==> src/rtl/dmem_arbiter_if.sv <==
`timescale 1ns/1ps
// dmem_arbiter_if: bundles the core port, the DMA/debug port and the
// single-port data memory interface seen by dmem_arbiter.
// slave  : the arbiter's view (requests in, grants/responses/memory drive out)
// master : the surrounding system's view (requesters plus the RAM)
interface dmem_arbiter_if #(
    parameter int DATA_W = 32,
    parameter int ADDR_W = 32
);
    // core (port C)
    logic              c_req;
    logic              c_we;
    logic [ADDR_W-1:0] c_addr;
    logic [DATA_W-1:0] c_wdata;
    logic              c_gnt;
    logic              c_rvalid;
    logic [DATA_W-1:0] c_rdata;

    // DMA / debug (port D)
    logic              d_req;
    logic              d_we;
    logic              d_lock;
    logic [ADDR_W-1:0] d_addr;
    logic [DATA_W-1:0] d_wdata;
    logic              d_gnt;
    logic              d_rvalid;
    logic [DATA_W-1:0] d_rdata;

    // data memory
    logic              mem_WE;
    logic [DATA_W-1:0] mem_WD;
    logic [ADDR_W-1:0] mem_Address;
    logic [DATA_W-1:0] mem_RD;

    modport slave (
        input  c_req, c_we, c_addr, c_wdata,
        output c_gnt, c_rvalid, c_rdata,
        input  d_req, d_we, d_lock, d_addr, d_wdata,
        output d_gnt, d_rvalid, d_rdata,
        output mem_WE, mem_WD, mem_Address,
        input  mem_RD
    );

    modport master (
        output c_req, c_we, c_addr, c_wdata,
        input  c_gnt, c_rvalid, c_rdata,
        output d_req, d_we, d_lock, d_addr, d_wdata,
        input  d_gnt, d_rvalid, d_rdata,
        input  mem_WE, mem_WD, mem_Address,
        output mem_RD
    );
endinterface

==> src/rtl/dmem_arbiter.sv <==
`timescale 1ns/1ps
// dmem_arbiter: shares the single-port data RAM between the core (C) and a
// DMA/debug port (D). C has fixed priority; D is protected from starvation
// after MAX_WAIT denied cycles and may hold the RAM with a lock, which is
// broken after MAX_LOCK locked grants made while C is waiting.
// Grants and the memory drive are combinational; responses are registered
// and appear in the cycle after the grant.
module dmem_arbiter #(
    parameter int DATA_W   = 32,
    parameter int ADDR_W   = 32,
    parameter int MAX_WAIT = 4,
    parameter int MAX_LOCK = 8
) (
    input  logic          clk,
    input  logic          reset,
    dmem_arbiter_if.slave bus
);

    typedef enum logic [0:0] {
        ST_OPEN   = 1'b0,
        ST_LOCKED = 1'b1
    } lock_state_t;

    localparam logic [3:0] MAX_WAIT_C = 4'(MAX_WAIT);
    localparam logic [3:0] MAX_LOCK_C = 4'(MAX_LOCK);

    lock_state_t       state_r;
    lock_state_t       state_s;
    logic [3:0]        wait_cnt_r;
    logic [3:0]        wait_cnt_s;
    logic [3:0]        lock_cnt_r;
    logic [3:0]        lock_cnt_s;

    logic              locked_s;
    logic              force_rel_s;
    logic              c_win_s;
    logic              d_win_s;

    logic              c_rvalid_r;
    logic              d_rvalid_r;
    logic [DATA_W-1:0] c_rdata_r;
    logic [DATA_W-1:0] d_rdata_r;

    assign locked_s    = (state_r == ST_LOCKED);
    // The lock is broken once D has taken MAX_LOCK locked grants in a row
    // while C was asking for the RAM.
    assign force_rel_s = (lock_cnt_r == MAX_LOCK_C) && bus.c_req;

    // Pick at most one winner: held lock, then starvation, then core, then DMA.
    always_comb begin
        c_win_s = 1'b0;
        d_win_s = 1'b0;
        if (locked_s && bus.d_req && !force_rel_s) begin
            d_win_s = 1'b1;
        end else if ((wait_cnt_r == MAX_WAIT_C) && bus.d_req) begin
            d_win_s = 1'b1;
        end else if (bus.c_req) begin
            c_win_s = 1'b1;
        end else if (bus.d_req) begin
            d_win_s = 1'b1;
        end else begin
            c_win_s = 1'b0;
            d_win_s = 1'b0;
        end
    end

    // Route the winner onto the memory bus; everything is quiet in reset or idle.
    always_comb begin
        bus.c_gnt       = 1'b0;
        bus.d_gnt       = 1'b0;
        bus.mem_WE      = 1'b0;
        bus.mem_Address = {ADDR_W{1'b0}};
        bus.mem_WD      = {DATA_W{1'b0}};
        if (!reset) begin
            bus.c_gnt       = 1'b0;
            bus.d_gnt       = 1'b0;
            bus.mem_WE      = 1'b0;
            bus.mem_Address = {ADDR_W{1'b0}};
            bus.mem_WD      = {DATA_W{1'b0}};
        end else if (c_win_s) begin
            bus.c_gnt       = 1'b1;
            bus.mem_WE      = bus.c_we;
            bus.mem_Address = bus.c_addr;
            bus.mem_WD      = bus.c_wdata;
        end else if (d_win_s) begin
            bus.d_gnt       = 1'b1;
            bus.mem_WE      = bus.d_we;
            bus.mem_Address = bus.d_addr;
            bus.mem_WD      = bus.d_wdata;
        end else begin
            bus.c_gnt       = 1'b0;
            bus.d_gnt       = 1'b0;
        end
    end

    // Next values of the starvation counter and the locked-grant counter.
    always_comb begin
        wait_cnt_s = wait_cnt_r;
        lock_cnt_s = lock_cnt_r;

        // D denied while asking: count up to MAX_WAIT and stay there.
        if (bus.d_req && !d_win_s) begin
            if (wait_cnt_r == MAX_WAIT_C) begin
                wait_cnt_s = wait_cnt_r;
            end else begin
                wait_cnt_s = wait_cnt_r + 4'd1;
            end
        end else begin
            wait_cnt_s = 4'd0;
        end

        // Only locked grants taken while C is waiting count toward release.
        if (d_win_s && locked_s && bus.c_req) begin
            if (lock_cnt_r == MAX_LOCK_C) begin
                lock_cnt_s = lock_cnt_r;
            end else begin
                lock_cnt_s = lock_cnt_r + 4'd1;
            end
        end else begin
            lock_cnt_s = 4'd0;
        end
    end

    // Lock state machine: enter on a D grant with d_lock, leave otherwise.
    always_comb begin
        state_s = state_r;
        case (state_r)
            ST_OPEN: begin
                if (d_win_s && bus.d_lock) begin
                    state_s = ST_LOCKED;
                end else begin
                    state_s = ST_OPEN;
                end
            end
            ST_LOCKED: begin
                if (force_rel_s) begin
                    state_s = ST_OPEN;
                end else if (d_win_s && bus.d_lock) begin
                    state_s = ST_LOCKED;
                end else begin
                    state_s = ST_OPEN;
                end
            end
            default: begin
                state_s = ST_OPEN;
            end
        endcase
    end

    // Arbitration state registers.
    always_ff @(posedge clk or negedge reset) begin
        if (!reset) begin
            state_r    <= ST_OPEN;
            wait_cnt_r <= 4'd0;
            lock_cnt_r <= 4'd0;
        end else begin
            state_r    <= state_s;
            wait_cnt_r <= wait_cnt_s;
            lock_cnt_r <= lock_cnt_s;
        end
    end

    // Responses: one-cycle rvalid to the winner; rdata updates only on reads.
    always_ff @(posedge clk or negedge reset) begin
        if (!reset) begin
            c_rvalid_r <= 1'b0;
            d_rvalid_r <= 1'b0;
            c_rdata_r  <= {DATA_W{1'b0}};
            d_rdata_r  <= {DATA_W{1'b0}};
        end else begin
            c_rvalid_r <= c_win_s;
            d_rvalid_r <= d_win_s;
            if (c_win_s && !bus.c_we) begin
                c_rdata_r <= bus.mem_RD;
            end else begin
                c_rdata_r <= c_rdata_r;
            end
            if (d_win_s && !bus.d_we) begin
                d_rdata_r <= bus.mem_RD;
            end else begin
                d_rdata_r <= d_rdata_r;
            end
        end
    end

    assign bus.c_rvalid = c_rvalid_r;
    assign bus.c_rdata  = c_rdata_r;
    assign bus.d_rvalid = d_rvalid_r;
    assign bus.d_rdata  = d_rdata_r;

endmodule

==> src/flat_wrapper.sv <==
// flat-port wrapper written by rule: the top's interface ports become plain ports
module dmem_arbiter_flat 
#(
    parameter int DATA_W   = 32,
    parameter int ADDR_W   = 32,
    parameter int MAX_WAIT = 4,
    parameter int MAX_LOCK = 8
)
  (clk, reset, bus_c_req, bus_c_we, bus_c_addr, bus_c_wdata, bus_c_gnt, bus_c_rvalid, bus_c_rdata, bus_d_req, bus_d_we, bus_d_lock, bus_d_addr, bus_d_wdata, bus_d_gnt, bus_d_rvalid, bus_d_rdata, bus_mem_WE, bus_mem_WD, bus_mem_Address, bus_mem_RD);
  dmem_arbiter_if #(.DATA_W(DATA_W), .ADDR_W(ADDR_W)) bus_i ();
  input  logic clk;
  input  logic reset;
  input wire logic [$bits(bus_i.c_req)-1:0] bus_c_req;
  input wire logic [$bits(bus_i.c_we)-1:0] bus_c_we;
  input wire logic [$bits(bus_i.c_addr)-1:0] bus_c_addr;
  input wire logic [$bits(bus_i.c_wdata)-1:0] bus_c_wdata;
  output wire logic [$bits(bus_i.c_gnt)-1:0] bus_c_gnt;
  output wire logic [$bits(bus_i.c_rvalid)-1:0] bus_c_rvalid;
  output wire logic [$bits(bus_i.c_rdata)-1:0] bus_c_rdata;
  input wire logic [$bits(bus_i.d_req)-1:0] bus_d_req;
  input wire logic [$bits(bus_i.d_we)-1:0] bus_d_we;
  input wire logic [$bits(bus_i.d_lock)-1:0] bus_d_lock;
  input wire logic [$bits(bus_i.d_addr)-1:0] bus_d_addr;
  input wire logic [$bits(bus_i.d_wdata)-1:0] bus_d_wdata;
  output wire logic [$bits(bus_i.d_gnt)-1:0] bus_d_gnt;
  output wire logic [$bits(bus_i.d_rvalid)-1:0] bus_d_rvalid;
  output wire logic [$bits(bus_i.d_rdata)-1:0] bus_d_rdata;
  output wire logic [$bits(bus_i.mem_WE)-1:0] bus_mem_WE;
  output wire logic [$bits(bus_i.mem_WD)-1:0] bus_mem_WD;
  output wire logic [$bits(bus_i.mem_Address)-1:0] bus_mem_Address;
  input wire logic [$bits(bus_i.mem_RD)-1:0] bus_mem_RD;
  assign bus_i.c_req = bus_c_req;
  assign bus_i.c_we = bus_c_we;
  assign bus_i.c_addr = bus_c_addr;
  assign bus_i.c_wdata = bus_c_wdata;
  assign bus_c_gnt = bus_i.c_gnt;
  assign bus_c_rvalid = bus_i.c_rvalid;
  assign bus_c_rdata = bus_i.c_rdata;
  assign bus_i.d_req = bus_d_req;
  assign bus_i.d_we = bus_d_we;
  assign bus_i.d_lock = bus_d_lock;
  assign bus_i.d_addr = bus_d_addr;
  assign bus_i.d_wdata = bus_d_wdata;
  assign bus_d_gnt = bus_i.d_gnt;
  assign bus_d_rvalid = bus_i.d_rvalid;
  assign bus_d_rdata = bus_i.d_rdata;
  assign bus_mem_WE = bus_i.mem_WE;
  assign bus_mem_WD = bus_i.mem_WD;
  assign bus_mem_Address = bus_i.mem_Address;
  assign bus_i.mem_RD = bus_mem_RD;
  dmem_arbiter #(.DATA_W(DATA_W), .ADDR_W(ADDR_W), .MAX_WAIT(MAX_WAIT), .MAX_LOCK(MAX_LOCK)) u_core (.clk(clk), .reset(reset), .bus(bus_i));
endmodule
==> config.mk <==
export PLATFORM = sky130hd
export DESIGN_NAME = dmem_arbiter_flat
export DESIGN_NICKNAME = d
export VERILOG_FILES = /design/src/rtl/dmem_arbiter_if.sv /design/src/rtl/dmem_arbiter.sv /design/src/flat_wrapper.sv
export SDC_FILE = /design/constraint.sdc
export NUM_CORES = 1
export LEC_CHECK = 0
export BUFFER_PORTS_ARGS = -buffer_cell sky130_fd_sc_hd__clkbuf_2
export CAP_MARGIN = 0
export CORE_AREA = 2 2 117 119
export CTS_BUF_LIST = sky130_fd_sc_hd__clkbuf_4 sky130_fd_sc_hd__clkbuf_8
export CTS_CLUSTER_DIAMETER = 200
export DETAILED_ROUTE_END_ITERATION = 10
export DIE_AREA = 0 0 119 121
export GPL_TIMING_DRIVEN = 0
export PLACE_DENSITY = 0.61
export SYNTH_ARGS = -nofsm -noshare
export SYNTH_HDL_FRONTEND = slang
export SYNTH_SLANG_ARGS = --single-unit
==> constraint.sdc <==
create_clock -name clk -period 2.5 [get_ports clk]
set_clock_uncertainty 0.05 [all_clocks]
set_input_delay 0.125 -clock clk [delete_from_list [all_inputs] [get_ports clk]]
set_output_delay 0.125 -clock clk [all_outputs]
set_load 0.01 [all_outputs]
* After elaboration in Yosys (flattened, before gate mapping)
Index checks and enable logic that the tools add are counted.
Operators by class: add/subtract/negate cells 2, equality and inequality tests 4, muxes and demuxes 28, bitwise logic cells 1, reduce and logical (&&, ||, !) cells 14
Operators with widths (number):
- 32-bit 2-to-1 mux | 6
- 1-bit 2-to-1 mux | 17
- 4-bit 2-to-1 mux | 4
- 1-bit logical AND | 10
- 4-bit by 1-bit adder with 4-bit output, second input constant | 2
- 4-bit by 3-bit == test with 1-bit output, second input constant | 1
- 4-bit == test, second input constant | 1
- 1-bit logical NOT | 4
- 2-bit != test, second input constant | 2
- 1-bit one-hot mux with 2 select lines | 1
- 1-bit inverter | 1
Storage, ports and cells: register bits 75, input bits 167, output and inout bits 133, logic and storage cells 56

* Logic depth before layout (Yosys ltp)
Gate-level depths: netlist of run 1.
depth in word-level cells 9, depth in mapped cells 9, depth with buffers taken out 6

* Least setup slack after synthesis of run 1
No wires, ideal clock.
path kind flip-flop to flip-flop, from reg u_core.lock_cnt_r[0], to reg u_core.d_rdata_r[10], in the netlist u_core.bus.d_rdata[10], setup time 125 ps, arrival 1822 ps, data required time 2325 ps, setup slack 503 ps, stages on the path, launching flop included 10, buffers on the path 3, period minus slack after synthesis 1997 ps, cell sequence dfrtp_1 inv_1 ha_1 and3b_1 buf_6 o221ai_4 nor2b_2 buf_6 buf_12 mux2_4
Between the ends: cells in the longest elaborated chain, start to end 6
RTL lines:
- from (decl) | RTL line dmem_arbiter.sv:31 | logic [3:0] lock_cnt_r;
- from (signal assigned) | RTL line dmem_arbiter.sv:159 | lock_cnt_r <= lock_cnt_s;
- 4-bit == test | RTL line dmem_arbiter.sv:47 | assign force_rel_s = (lock_cnt_r == MAX_LOCK_C) && bus.c_req;
- 1-bit logical AND | RTL line dmem_arbiter.sv:47
- 1-bit logical NOT | RTL line dmem_arbiter.sv:53 | if (locked_s && bus.d_req && !force_rel_s) begin
- 1-bit logical AND | RTL line dmem_arbiter.sv:53
- 1-bit 2-to-1 mux | RTL line dmem_arbiter.sv:53
- net u_core.d_win_s | RTL line dmem_arbiter.sv:37 | logic d_win_s;
- 1-bit logical AND | RTL line dmem_arbiter.sv:178 | if (d_win_s && !bus.d_we) begin
- to (signal assigned) | RTL line dmem_arbiter.sv:169 | d_rdata_r <= {DATA_W{1'b0}};
- to (signal assigned) | RTL line dmem_arbiter.sv:179 | d_rdata_r <= bus.mem_RD;
- to (signal assigned) | RTL line dmem_arbiter.sv:181 | d_rdata_r <= d_rdata_r;
- to (decl) | RTL line dmem_arbiter.sv:42 | logic [DATA_W-1:0] d_rdata_r;
The timed path passes the listed nets, and every way through them passes these cells. A chain may end at the register's enable or synchronous reset.

* Worst setup path after layout of run 1
from reg u_core.lock_cnt_r[0], to out bus_mem_Address[14]
Between the ends: cells in the longest elaborated chain, start to end 8, elaborated cells between the ends (all ways) 9, classes of those cells 1 x eq/ne; 5 x mux; 3 x reduce/logical
RTL lines:
- 4-bit == test | RTL line dmem_arbiter.sv:47
- 1-bit logical AND | RTL line dmem_arbiter.sv:47
- 1-bit logical NOT | RTL line dmem_arbiter.sv:53
- 1-bit logical AND | RTL line dmem_arbiter.sv:53
- 1-bit 2-to-1 mux | RTL line dmem_arbiter.sv:53
- net u_core.d_win_s | RTL line dmem_arbiter.sv:37
- 32-bit 2-to-1 mux | RTL line dmem_arbiter.sv:85 | end else if (d_win_s) begin
- 32-bit 2-to-1 mux | RTL line dmem_arbiter.sv:80 | end else if (c_win_s) begin
- 32-bit 2-to-1 mux | RTL line dmem_arbiter.sv:74 | if (!reset) begin
- to (decl) | RTL line flat_wrapper.sv:30 | output wire logic [$bits(bus_i.mem_Address)-1:0] bus_mem_Address;
The timed path passes the listed nets, and every way through them passes these cells.

==> metrics.txt, run 1 <==
# TYPE chip_impl_metric gauge
chip_impl_info{name="run_status",value="complete, no violations"} 1
chip_impl_metric{name="design.final.nets",unit=""} 797
chip_impl_metric{name="final_cell_area",unit="um2"} 6305
chip_impl_metric{name="cts_htree_levels",unit=""} 3
chip_impl_metric{name="clk_path_buf_depth",unit=""} 2
chip_impl_metric{name="drt_total_wl",unit="mm"} 15.12
chip_impl_metric{name="mappedNetlistArea",unit="um2"} 3840
chip_impl_metric{name="r2r.worst_path.cells",unit=""} 9
chip_impl_metric{name="design_power_total",unit="mW"} 3.704
chip_impl_metric{name="switching_power",unit="mW"} 1.091
chip_impl_metric{name="yosysWarningCount",unit=""} 0
chip_impl_metric{name="dr.pass1.iters",unit=""} 4
chip_impl_metric{name="drt-vias-per-instance",unit=""} 4.573
chip_impl_metric{name="slew_headroom",unit="%"} 69.27
chip_impl_metric{name="detailedPlacementHpwl",unit="mm"} 12.32
chip_impl_metric{name="path_max_fanout",unit=""} 10
chip_impl_metric{name="fin_crit",unit="ns"} 2.406
chip_impl_info{name="critical-path-slowest-cell",value="dfrtp_1"} 1
chip_impl_info{name="cts-root-buf",value="clkbuf_8"} 1
chip_impl_metric{name="detail_route.drc_violations",unit=""} 0
chip_impl_metric{name="io_buffers",unit=""} 299
chip_impl_metric{name="finalWeightedCongestion",unit=""} 0.7932
chip_impl_metric{name="postRouteAntennaNets",unit=""} 0
chip_impl_info{name="reg2reg_to",value="u_core.bus.c_rdata[12]$_DFFE_PN0P_"} 1
chip_impl_info{name="unrepaired_setup_endpoints_after_global_routing",value="true"} 1
chip_impl_metric{name="synth_area_per_cell",unit="um2"} 14.17
chip_impl_info{name="setup.worst_path.start",value="u_core.lock_cnt_r[0]$_DFFE_PN0P_"} 1
chip_impl_metric{name="max_slew.worst_pin.slew",unit="ns"} 0.4610
chip_impl_metric{name="comb_power_share",unit="%"} 31.2
chip_impl_metric{name="seqPwrFrac",unit="%"} 41.2
chip_impl_metric{name="standard_cell_area_after_detailed_placement",unit="um2"} 5587
chip_impl_metric{name="crit_share_post_route",unit="%"} 96.24
chip_impl_metric{name="die_width",unit="um"} 119
chip_impl_metric{name="postLayoutSetupSlackWorst",unit="ns"} 0.09412
chip_impl_metric{name="power.ir.vdd_worst",unit="mV"} 0.4453
chip_impl_metric{name="fraction_of_final_layout_cells_with_drive_strength_greater_than_1",unit="%"} 66.51
chip_impl_info{name="endpoint_kind",value="output port"} 1
chip_impl_metric{name="drt_iter0_drc",unit=""} 116
chip_impl_metric{name="max_freq",unit="MHz"} 415.6
chip_impl_metric{name="critical_path.max_stage_delay",unit="ns"} 0.38
chip_impl_info{name="critical_path.endpoint",value="bus_mem_Address[14]"} 1
chip_impl_metric{name="drv_slew",unit=""} 0
chip_impl_metric{name="post_synthesis_net_count",unit=""} 442
chip_impl_info{name="setup.worst_path.start_class",value="flop"} 1
chip_impl_metric{name="die-area",unit="um2"} 14400
chip_impl_metric{name="internal_power",unit="mW"} 2.613
chip_impl_info{name="most_frequent_cells_in_the_layout",value="clkbuf_2, dfrtp_1, a22o_1"} 1
chip_impl_metric{name="synth_cells",unit=""} 271
chip_impl_metric{name="io_pins",unit=""} 300
chip_impl_info{name="tritoncts",value="built"} 1
chip_impl_metric{name="layout.filler_cells",unit=""} 1187
chip_impl_metric{name="dr_total_vias",unit=""} 3686
chip_impl_info{name="critPathKind",value="reg2out"} 1
chip_impl_metric{name="synth-seq-area-share",unit="%"} 48.88
chip_impl_metric{name="timing.critical_path.buf_inv",unit=""} 4
chip_impl_info{name="timing.critical_path.max_delay_family",value="buffers and inverters"} 1
chip_impl_metric{name="whs",unit="ns"} 0.1227
chip_impl_metric{name="antenna_found_initial",unit=""} 0
chip_impl_metric{name="finalHoldViolations",unit=""} 0
chip_impl_metric{name="track_usage",unit="%"} 20.27
chip_impl_metric{name="critical_path_depth",unit=""} 9
chip_impl_metric{name="routed_wire_length_per_instance",unit="um"} 18.76
chip_impl_metric{name="power_leakage",unit="nW"} 3.360
chip_impl_metric{name="cp_data_arrival_time",unit="ns"} 2.23
chip_impl_metric{name="floorplan.initialDensity",unit="%"} 29.35
chip_impl_metric{name="grt_max_degree",unit=""} 47
chip_impl_metric{name="preCtsSetupSlack",unit="ns"} 0.1496
chip_impl_metric{name="finalSetupViolCount",unit=""} 0
chip_impl_metric{name="worst-endpoint-required",unit="ns"} 2.33
chip_impl_metric{name="rrSetupSlack",unit="ns"} 0.38
chip_impl_metric{name="placementRows",unit=""} 42
chip_impl_metric{name="floorplan.core_area",unit="um2"} 13090
chip_impl_metric{name="clk_sinks",unit=""} 75
chip_impl_metric{name="register_bit_count_reported_by_yosys",unit=""} 75
chip_impl_metric{name="cap_violations",unit=""} 0
chip_impl_metric{name="globalRoute.totalOverflow",unit=""} 0
chip_impl_metric{name="flow.area_growth_from_synthesis",unit="%"} 64.19
chip_impl_metric{name="p_clk_share",unit="%"} 27.6
chip_impl_metric{name="insertion_delay",unit="ns"} 0.34
chip_impl_metric{name="total_cts_buffers",unit=""} 9
chip_impl_metric{name="floorplan_die_height",unit="um"} 121
chip_impl_metric{name="synthDistinctLibCells",unit=""} 32
chip_impl_info{name="holdCritPathClass",value="in2reg"} 1
chip_impl_metric{name="n_antenna_cell",unit=""} 0
chip_impl_metric{name="cts.clk_slew.worst_paths",unit="ns"} 0.07
chip_impl_metric{name="first_global_vias",unit=""} 3834
chip_impl_info{name="timing.rr.start",value="u_core.lock_cnt_r[0]$_DFFE_PN0P_"} 1
chip_impl_info{name="critical_path_cell_list",value="inv_1 -> ha_2 -> and3b_2 -> o221ai_4 -> and2_4 -> buf_8 -> buf_6 -> a22o_4 -> clkbuf_2"} 1
chip_impl_metric{name="final_util",unit="%"} 48.18
chip_impl_metric{name="grt_first_pass_wirelength",unit="mm"} 21.87
chip_impl_metric{name="p_sw_share",unit="%"} 29.45
chip_impl_metric{name="p_per_area",unit="nW/um2"} 587.6
chip_impl_info{name="mostFrequentLayoutCell",value="clkbuf_2"} 1
chip_impl_metric{name="multi_input_area",unit="um2"} 1704
chip_impl_metric{name="final-seq-area",unit="um2"} 1877
## cell families after synthesis
kind of cell	Yosys count	share of synthesized area, %
flip-flops	75	48.88
XOR/XNOR	4	0.9125
AND/OR/NAND/NOR	25	3.585
adder cells (fa/ha/maj)	4	1.303
AO/OA/AOI/OAI	70	16.49
buffers and inverters	29	7.136
multiplexers	64	21.70
## worst min-delay path by stage
stage,start,end,cells after the start,slack [ns]
after floorplan,reset,u_core.bus.c_rdata[0]$_DFFE_PN0P_,0,-0.22
after global placement,bus_d_lock,u_core.locked_s$_DFF_PN0_,2,0.32
after detailed placement,reset,u_core.bus.d_rdata[22]$_DFFE_PN0P_,1,0.08
after CTS,bus_d_req,u_core.wait_cnt_r[2]$_DFFE_PN0P_,3,0.09
after global routing,bus_d_req,u_core.lock_cnt_r[0]$_DFFE_PN0P_,3,0.13
final,bus_d_req,u_core.lock_cnt_r[0]$_DFFE_PN0P_,3,0.12
## registers in the layout, summed over array words and instances (netlist names)
signal and cells:
u_core.bus.d_rvalid 1, u_core.lock_cnt_r 4, u_core.wait_cnt_r 4, u_core.bus.c_rvalid 1
u_core.locked_s 1, u_core.bus.c_rdata 32, u_core.bus.d_rdata 32
## layer usage
layer	global-route usage (%)	up-vias	share of wire [%]
li1	-	1727	-
met1	22.53	1788	38
met2	34.02	155	50
met3	10.39	16	11
met4	5.952	0	2.0
met5	0	-	0
## power groups by stage
stage	Sequential [mW]	Combinational, mW	Clock [mW]
global placement	1.53	1.07	0
finish	1.52	1.16	1.02
floorplan	1.62	0.448	0
detailed placement	1.54	1.09	0
CTS	1.53	1.15	1.06
global route	1.55	1.24	1.09
## synthesized netlist by cell type
library cell   n  area [um2]
dfrtp_1       75        1877
a22o_1        65       569.3
mux2_2        33       371.6
mux2_4        30       450.4
buf_6         14       157.7
nor2_1         8       30.03
inv_1          6       22.52
ha_1           4       50.05
nand3_1        4       20.02
buf_12         3       60.06
buf_2          3       15.01
buf_4          2       15.01
nand2_1        2       7.510
nand3b_1       2       15.01
xnor2_1        2       17.52
xor2_1         2       17.52
a211oi_1       1       7.510
a21oi_1        1       5.000
a22oi_1        1       7.510
and2_1         1       6.260
and2_4         1       8.760
and3_1         1       6.260
and3b_1        1       8.760
clkbuf_1       1       3.750
mux2_1         1       11.26
nand2b_1       1       6.260
nand4_1        1       6.260
nand4b_1       1       8.760
nor2b_2        1       8.760
nor3_1         1       5.000
o211a_4        1       17.52
o221ai_4       1       26.28
## final cells by class
| cell class | count | area share (%) |
|---|---|---|
| inverter | 6 | 0.3572 |
| sequential | 75 | 29.77 |
| clock buffer | 10 | 2.084 |
| timing repair buffer | 346 | 31.99 |
| clock inverter | 5 | 1.250 |
| multi-input combinational | 167 | 27.03 |
| tap | 176 | 3.493 |
| buffer | 21 | 4.029 |
## what timing repair did
action / in CTS / in global routing
pin swaps: 4 / 15
endpoints found under the hold margin: 94 / 0
hold buffers: 34 / 0
buffers inserted: 7 / 4
gates resized for setup: 10 / 27
gates cloned: 1 / 0
endpoints found under the setup margin: 61 / 64
## worst reg2reg max path, delay by kind of cell, from the launching register on
kind | cells | cell delay (ns)
AO/OA/AOI/OAI | 1 | 0.26
adder cells (fa/ha/maj) | 1 | 0.16
buffers and inverters | 4 | 0.52
flip-flops | 1 | 0.35
multiplexers | 1 | 0.36
AND/OR/NAND/NOR | 2 | 0.31
## per-stage QoR
step	TNS, ns	std cells
floorplan	0	271
global placement	-17.85	746
detailed placement	0	747
CTS	0	804
global route	-0.2301	806
finish	0	806
No activity file was read; power rests on OpenSTA's default activity.
==> inputs of run 2 (changes only) <==
--- a/config.mk
+++ b/config.mk
@@ -5,15 +5,16 @@
 export SDC_FILE = /design/constraint.sdc
 export NUM_CORES = 1
 export LEC_CHECK = 0
+export ABC_AREA = 1
 export BUFFER_PORTS_ARGS = -buffer_cell sky130_fd_sc_hd__clkbuf_2
 export CAP_MARGIN = 0
-export CORE_AREA = 2 2 117 119
+export CORE_UTILIZATION = 30
 export CTS_BUF_LIST = sky130_fd_sc_hd__clkbuf_4 sky130_fd_sc_hd__clkbuf_8
 export CTS_CLUSTER_DIAMETER = 200
 export DETAILED_ROUTE_END_ITERATION = 10
-export DIE_AREA = 0 0 119 121
 export GPL_TIMING_DRIVEN = 0
-export PLACE_DENSITY = 0.61
+export PLACE_DENSITY = 0.62
 export SYNTH_ARGS = -nofsm -noshare
 export SYNTH_HDL_FRONTEND = slang
 export SYNTH_SLANG_ARGS = --single-unit
+export TNS_END_PERCENT = 10
==> run 2 against run 1 <==
  * Maximum frequency grew 1.9%
  * Clock-buffer cell count is 1 higher
  * Synthesized cell count rose by 100%
  * Critical path depth grew 4
  * First-iteration DRC count rose to 2.7 times the previous value
  * Critical endpoint is now bus_mem_WD[27]
  * Highest routed layer is now met5
==> metrics.txt, run 2 <==
# TYPE chip_impl_metric gauge
chip_impl_metric{name="finalWeightedCongestion",unit=""} 0.8877
chip_impl_metric{name="yosysWarningCount",unit=""} 0
chip_impl_metric{name="r2r.worst_path.cells",unit=""} 10
chip_impl_metric{name="routed_wire_length_per_instance",unit="um"} 14.60
chip_impl_metric{name="fin_crit",unit="ns"} 2.360
chip_impl_metric{name="postRouteAntennaNets",unit=""} 0
chip_impl_metric{name="timing.hold.worst_path_depth",unit=""} 3
chip_impl_metric{name="floorplan.initialDensity",unit="%"} 30.95
chip_impl_metric{name="io_buffers",unit=""} 299
chip_impl_metric{name="async_s_r_ff_share_synth",unit="%"} 100.0
chip_impl_metric{name="drt_total_wl",unit="mm"} 15.73
chip_impl_info{name="synth.most_common_cell",value="nand2_1"} 1
chip_impl_metric{name="dr.pass1.iters",unit=""} 5
chip_impl_metric{name="detail_route.drc_violations",unit=""} 0
chip_impl_info{name="most_frequent_cells_in_the_layout",value="nand2_1, clkbuf_2, dfrtp_1"} 1
chip_impl_metric{name="flow.area_growth_from_synthesis",unit="%"} 59.86
chip_impl_metric{name="antenna_found_initial",unit=""} 1
chip_impl_metric{name="dr_total_vias",unit=""} 4671
chip_impl_metric{name="power.ir.vdd_worst",unit="mV"} 0.3734
chip_impl_metric{name="cts_htree_levels",unit=""} 3
chip_impl_metric{name="standard_cell_area_after_detailed_placement",unit="um2"} 5663
chip_impl_metric{name="synth-seq-area-share",unit="%"} 47.86
chip_impl_metric{name="whs",unit="ns"} 0.04886
chip_impl_metric{name="synth_top_area_share",unit="%"} 47.86
chip_impl_metric{name="insertion_delay",unit="ns"} 0.35
chip_impl_metric{name="cts.clk_slew.worst_paths",unit="ns"} 0.08
chip_impl_info{name="endpoint_kind",value="output port"} 1
chip_impl_metric{name="fin_setup_tns",unit="ns"} 0
chip_impl_metric{name="synth_edf_count",unit=""} 0
chip_impl_metric{name="switching_power",unit="mW"} 1.098
chip_impl_metric{name="comb_power_share",unit="%"} 29.4
chip_impl_metric{name="clk_path_buf_depth",unit=""} 2
chip_impl_metric{name="fraction_of_final_layout_cells_with_drive_strength_greater_than_1",unit="%"} 38.78
chip_impl_metric{name="synth_cells",unit=""} 554
chip_impl_metric{name="mappedNetlistArea",unit="um2"} 3921
chip_impl_metric{name="worst-endpoint-required",unit="ns"} 2.33
chip_impl_metric{name="max_freq",unit="MHz"} 423.7
chip_impl_metric{name="finalHoldViolations",unit=""} 0
chip_impl_info{name="min_delay_worst_endpoint",value="u_core.wait_cnt_r[2]$_DFFE_PN0P_"} 1
chip_impl_metric{name="register_bit_count_reported_by_yosys",unit=""} 75
chip_impl_metric{name="crit_share_post_route",unit="%"} 94.41
chip_impl_metric{name="grt_max_degree",unit=""} 65
chip_impl_metric{name="p_clk_share",unit="%"} 27.0
chip_impl_metric{name="seqPwrFrac",unit="%"} 43.6
chip_impl_metric{name="max_slew.worst_pin.slew",unit="ns"} 0.4790
chip_impl_metric{name="layout.filler_cells",unit=""} 1321
chip_impl_info{name="critical_path_cell_list",value="inv_1 -> ha_1 -> nand2_1 -> inv_2 -> nand2_1 -> nand2_4 -> nand2_2 -> nor2_4 -> buf_8 -> buf_6 -> nand2_1 -> nand2_1 -> clkbuf_2"} 1
chip_impl_metric{name="track_usage",unit="%"} 22.54
chip_impl_info{name="hold_path_startpoint",value="bus_d_req"} 1
chip_impl_metric{name="design_power_total",unit="mW"} 3.404
chip_impl_metric{name="final-instance-count-excl-fill",unit=""} 1077
chip_impl_metric{name="critical_path.max_stage_delay",unit="ns"} 0.40
chip_impl_metric{name="total_cts_buffers",unit=""} 9
chip_impl_metric{name="slew_headroom",unit="%"} 68.07
chip_impl_metric{name="placementRows",unit=""} 41
chip_impl_metric{name="rrSetupSlack",unit="ns"} 0.61
chip_impl_info{name="synth_top_cells_by_count",value="nand2_1, dfrtp_1, inv_1, nand3_1, o21ai_1"} 1
chip_impl_metric{name="n_antenna_cell",unit=""} 0
chip_impl_metric{name="synthDistinctLibCells",unit=""} 23
chip_impl_metric{name="drt-vias-per-instance",unit=""} 4.337
chip_impl_info{name="crit_path_frequent_cell",value="nand2_1"} 1
chip_impl_info{name="timing.rr.start",value="u_core.wait_cnt_r[0]$_DFFE_PN0P_"} 1
chip_impl_info{name="synth-main-ff-cell",value="dfrtp_1"} 1
chip_impl_metric{name="globalRoute.totalOverflow",unit=""} 0
chip_impl_metric{name="p_per_area",unit="nW/um2"} 543.0
chip_impl_metric{name="final-seq-area",unit="um2"} 1877
chip_impl_info{name="reg2reg_to",value="u_core.bus.d_rdata[19]$_DFFE_PN0P_"} 1
chip_impl_metric{name="multi_input_area",unit="um2"} 1694
chip_impl_info{name="netlist.top_cell.by_area",value="dfrtp_1"} 1
chip_impl_metric{name="p_sw_share",unit="%"} 32.25
chip_impl_info{name="cts-root-buf",value="clkbuf_8"} 1
chip_impl_metric{name="synth_area_per_cell",unit="um2"} 7.078
chip_impl_metric{name="die-area",unit="um2"} 13530
chip_impl_metric{name="grt_first_pass_wirelength",unit="mm"} 22.47
chip_impl_info{name="tritoncts",value="built"} 1
chip_impl_metric{name="io_pins",unit=""} 300
chip_impl_metric{name="floorplan_die_height",unit="um"} 116.3
chip_impl_metric{name="clk_sinks",unit=""} 75
chip_impl_info{name="most_area_consuming_cells_after_synthesis",value="dfrtp_1, nand2_1, nand3_1, inv_1, o21ai_1"} 1
chip_impl_metric{name="numPlacedInstances",unit=""} 1026
chip_impl_metric{name="power_leakage",unit="nW"} 3.900
chip_impl_metric{name="cap_violations",unit=""} 0
chip_impl_info{name="holdCritPathClass",value="in2reg"} 1
chip_impl_info{name="critPathKind",value="reg2out"} 1
chip_impl_metric{name="design.final.nets",unit=""} 1073
chip_impl_metric{name="drt_iter0_drc",unit=""} 314
chip_impl_metric{name="path_max_fanout",unit=""} 10
chip_impl_metric{name="drv_slew",unit=""} 0
chip_impl_metric{name="detailedPlacementHpwl",unit="mm"} 12.31
chip_impl_metric{name="finalSetupViolCount",unit=""} 0
chip_impl_metric{name="first_global_vias",unit=""} 4264
chip_impl_info{name="critical-path-slowest-cell",value="dfrtp_1"} 1
chip_impl_info{name="unrepaired_setup_endpoints_after_global_routing",value="false"} 1
chip_impl_metric{name="post_synthesis_net_count",unit=""} 725
chip_impl_metric{name="cp_data_arrival_time",unit="ns"} 2.19
chip_impl_info{name="mostFrequentLayoutCell",value="nand2_1"} 1
chip_impl_info{name="run_status",value="complete, no violations"} 1
chip_impl_metric{name="final_cell_area",unit="um2"} 6269
chip_impl_metric{name="die_width",unit="um"} 116.3
chip_impl_metric{name="floorplan.core_area",unit="um2"} 12670
chip_impl_metric{name="internal_power",unit="mW"} 2.306
chip_impl_info{name="setup.worst_path.start_class",value="flop"} 1
## run 2: cell types whose count changed in the layout (fill, tap and decap cells not counted), sizes merged, moves of 2 or more
cell / change
nand3b: -2
buf: -14
nor2: +4
a22o: -65
clkbuf: +15
nand3: +34
o21ai: +33
inv: +43
mux2: -64
and2: -2
nand2: +304
## run 2: worst max-delay path by stage
stage                                     start                   to  slack, ns  cells past startpoint
4_1_cts        u_core.lock_cnt_r[0]$_DFFE_PN0P_  bus_mem_Address[18]      0.002                     12
3_3_place_gp                              reset  bus_mem_Address[18]      -0.75                      8
6_report       u_core.lock_cnt_r[0]$_DFFE_PN0P_       bus_mem_WD[27]       0.14                     13
5_1_grt        u_core.lock_cnt_r[0]$_DFFE_PN0P_       bus_mem_WD[27]      0.002                     13
2_1_floorplan  u_core.lock_cnt_r[0]$_DFFE_PN0P_   bus_mem_Address[0]       0.88                     11
3_5_place_dp   u_core.lock_cnt_r[0]$_DFFE_PN0P_  bus_mem_Address[18]       0.37                     12
## run 2: logic make-up after synthesis
| logic type | count (synthesis) | share of synthesized area, % |
|---|---|---|
| compound gates | 34 | 4.435 |
| xor+xnor | 4 | 0.8936 |
| fa+ha+maj | 4 | 1.276 |
| buf+inv | 79 | 9.508 |
| flops | 75 | 47.86 |
| simple gates | 358 | 36.02 |
## run 2: power by group through the flow
stage          clock network (mW)  registers [mW]  logic (mW)
4_1_cts                     0.941            1.48        1.00
2_1_floorplan                   0            1.58       0.338
3_3_place_gp                    0            1.50       0.937
6_report                    0.919            1.48        1.00
5_1_grt                     0.989            1.50        1.11
3_5_place_dp                    0            1.50       0.951
## run 2: layer usage
layer | GRT usage [%] | part of all wire [%] | vias up
met5 | 0 | 0.083 | -
met4 | 5.299 | 1.0 | 2
met3 | 6.798 | 9.1 | 14
met2 | 39.05 | 48 | 196
met1 | 27.36 | 41 | 2085
li1 | - | - | 2374
## run 2: area by class of cell
class / count / area share [%]
plain buffers: 30 / 3.254
clock buffers: 11 / 2.315
clock inverters: 3 / 0.6387
inverters: 49 / 2.934
multi-input cells: 400 / 27.03
flip-flops and latches: 75 / 29.94
well taps: 172 / 3.433
repair buffers: 337 / 30.46
## run 2: through the flow
step	util, %	setup WS (ns)
finish	49.47	0.1397
global placement	44.46	-0.7508
global route	49.47	0.001632
floorplan	-	0.8750
CTS	49.12	0.001996
detailed placement	44.69	0.3653
## run 2: timing repair
action / CTS / global route
endpoints found under the hold margin: 139 / 0
setup endpoints to repair: 1 / 27
resized for setup: 1 / 9
pin swaps: 0 / 2
buffers inserted: 0 / 2
hold buffers: 35 / 0
## run 2: worst max-delay path, delay by kind of cell, from the launching register on
family,cells,cell delay [ns]
and+or+nand+nor,7,0.74
buffers and inverters,5,0.54
DFF,1,0.40
adders and majority gates,1,0.14
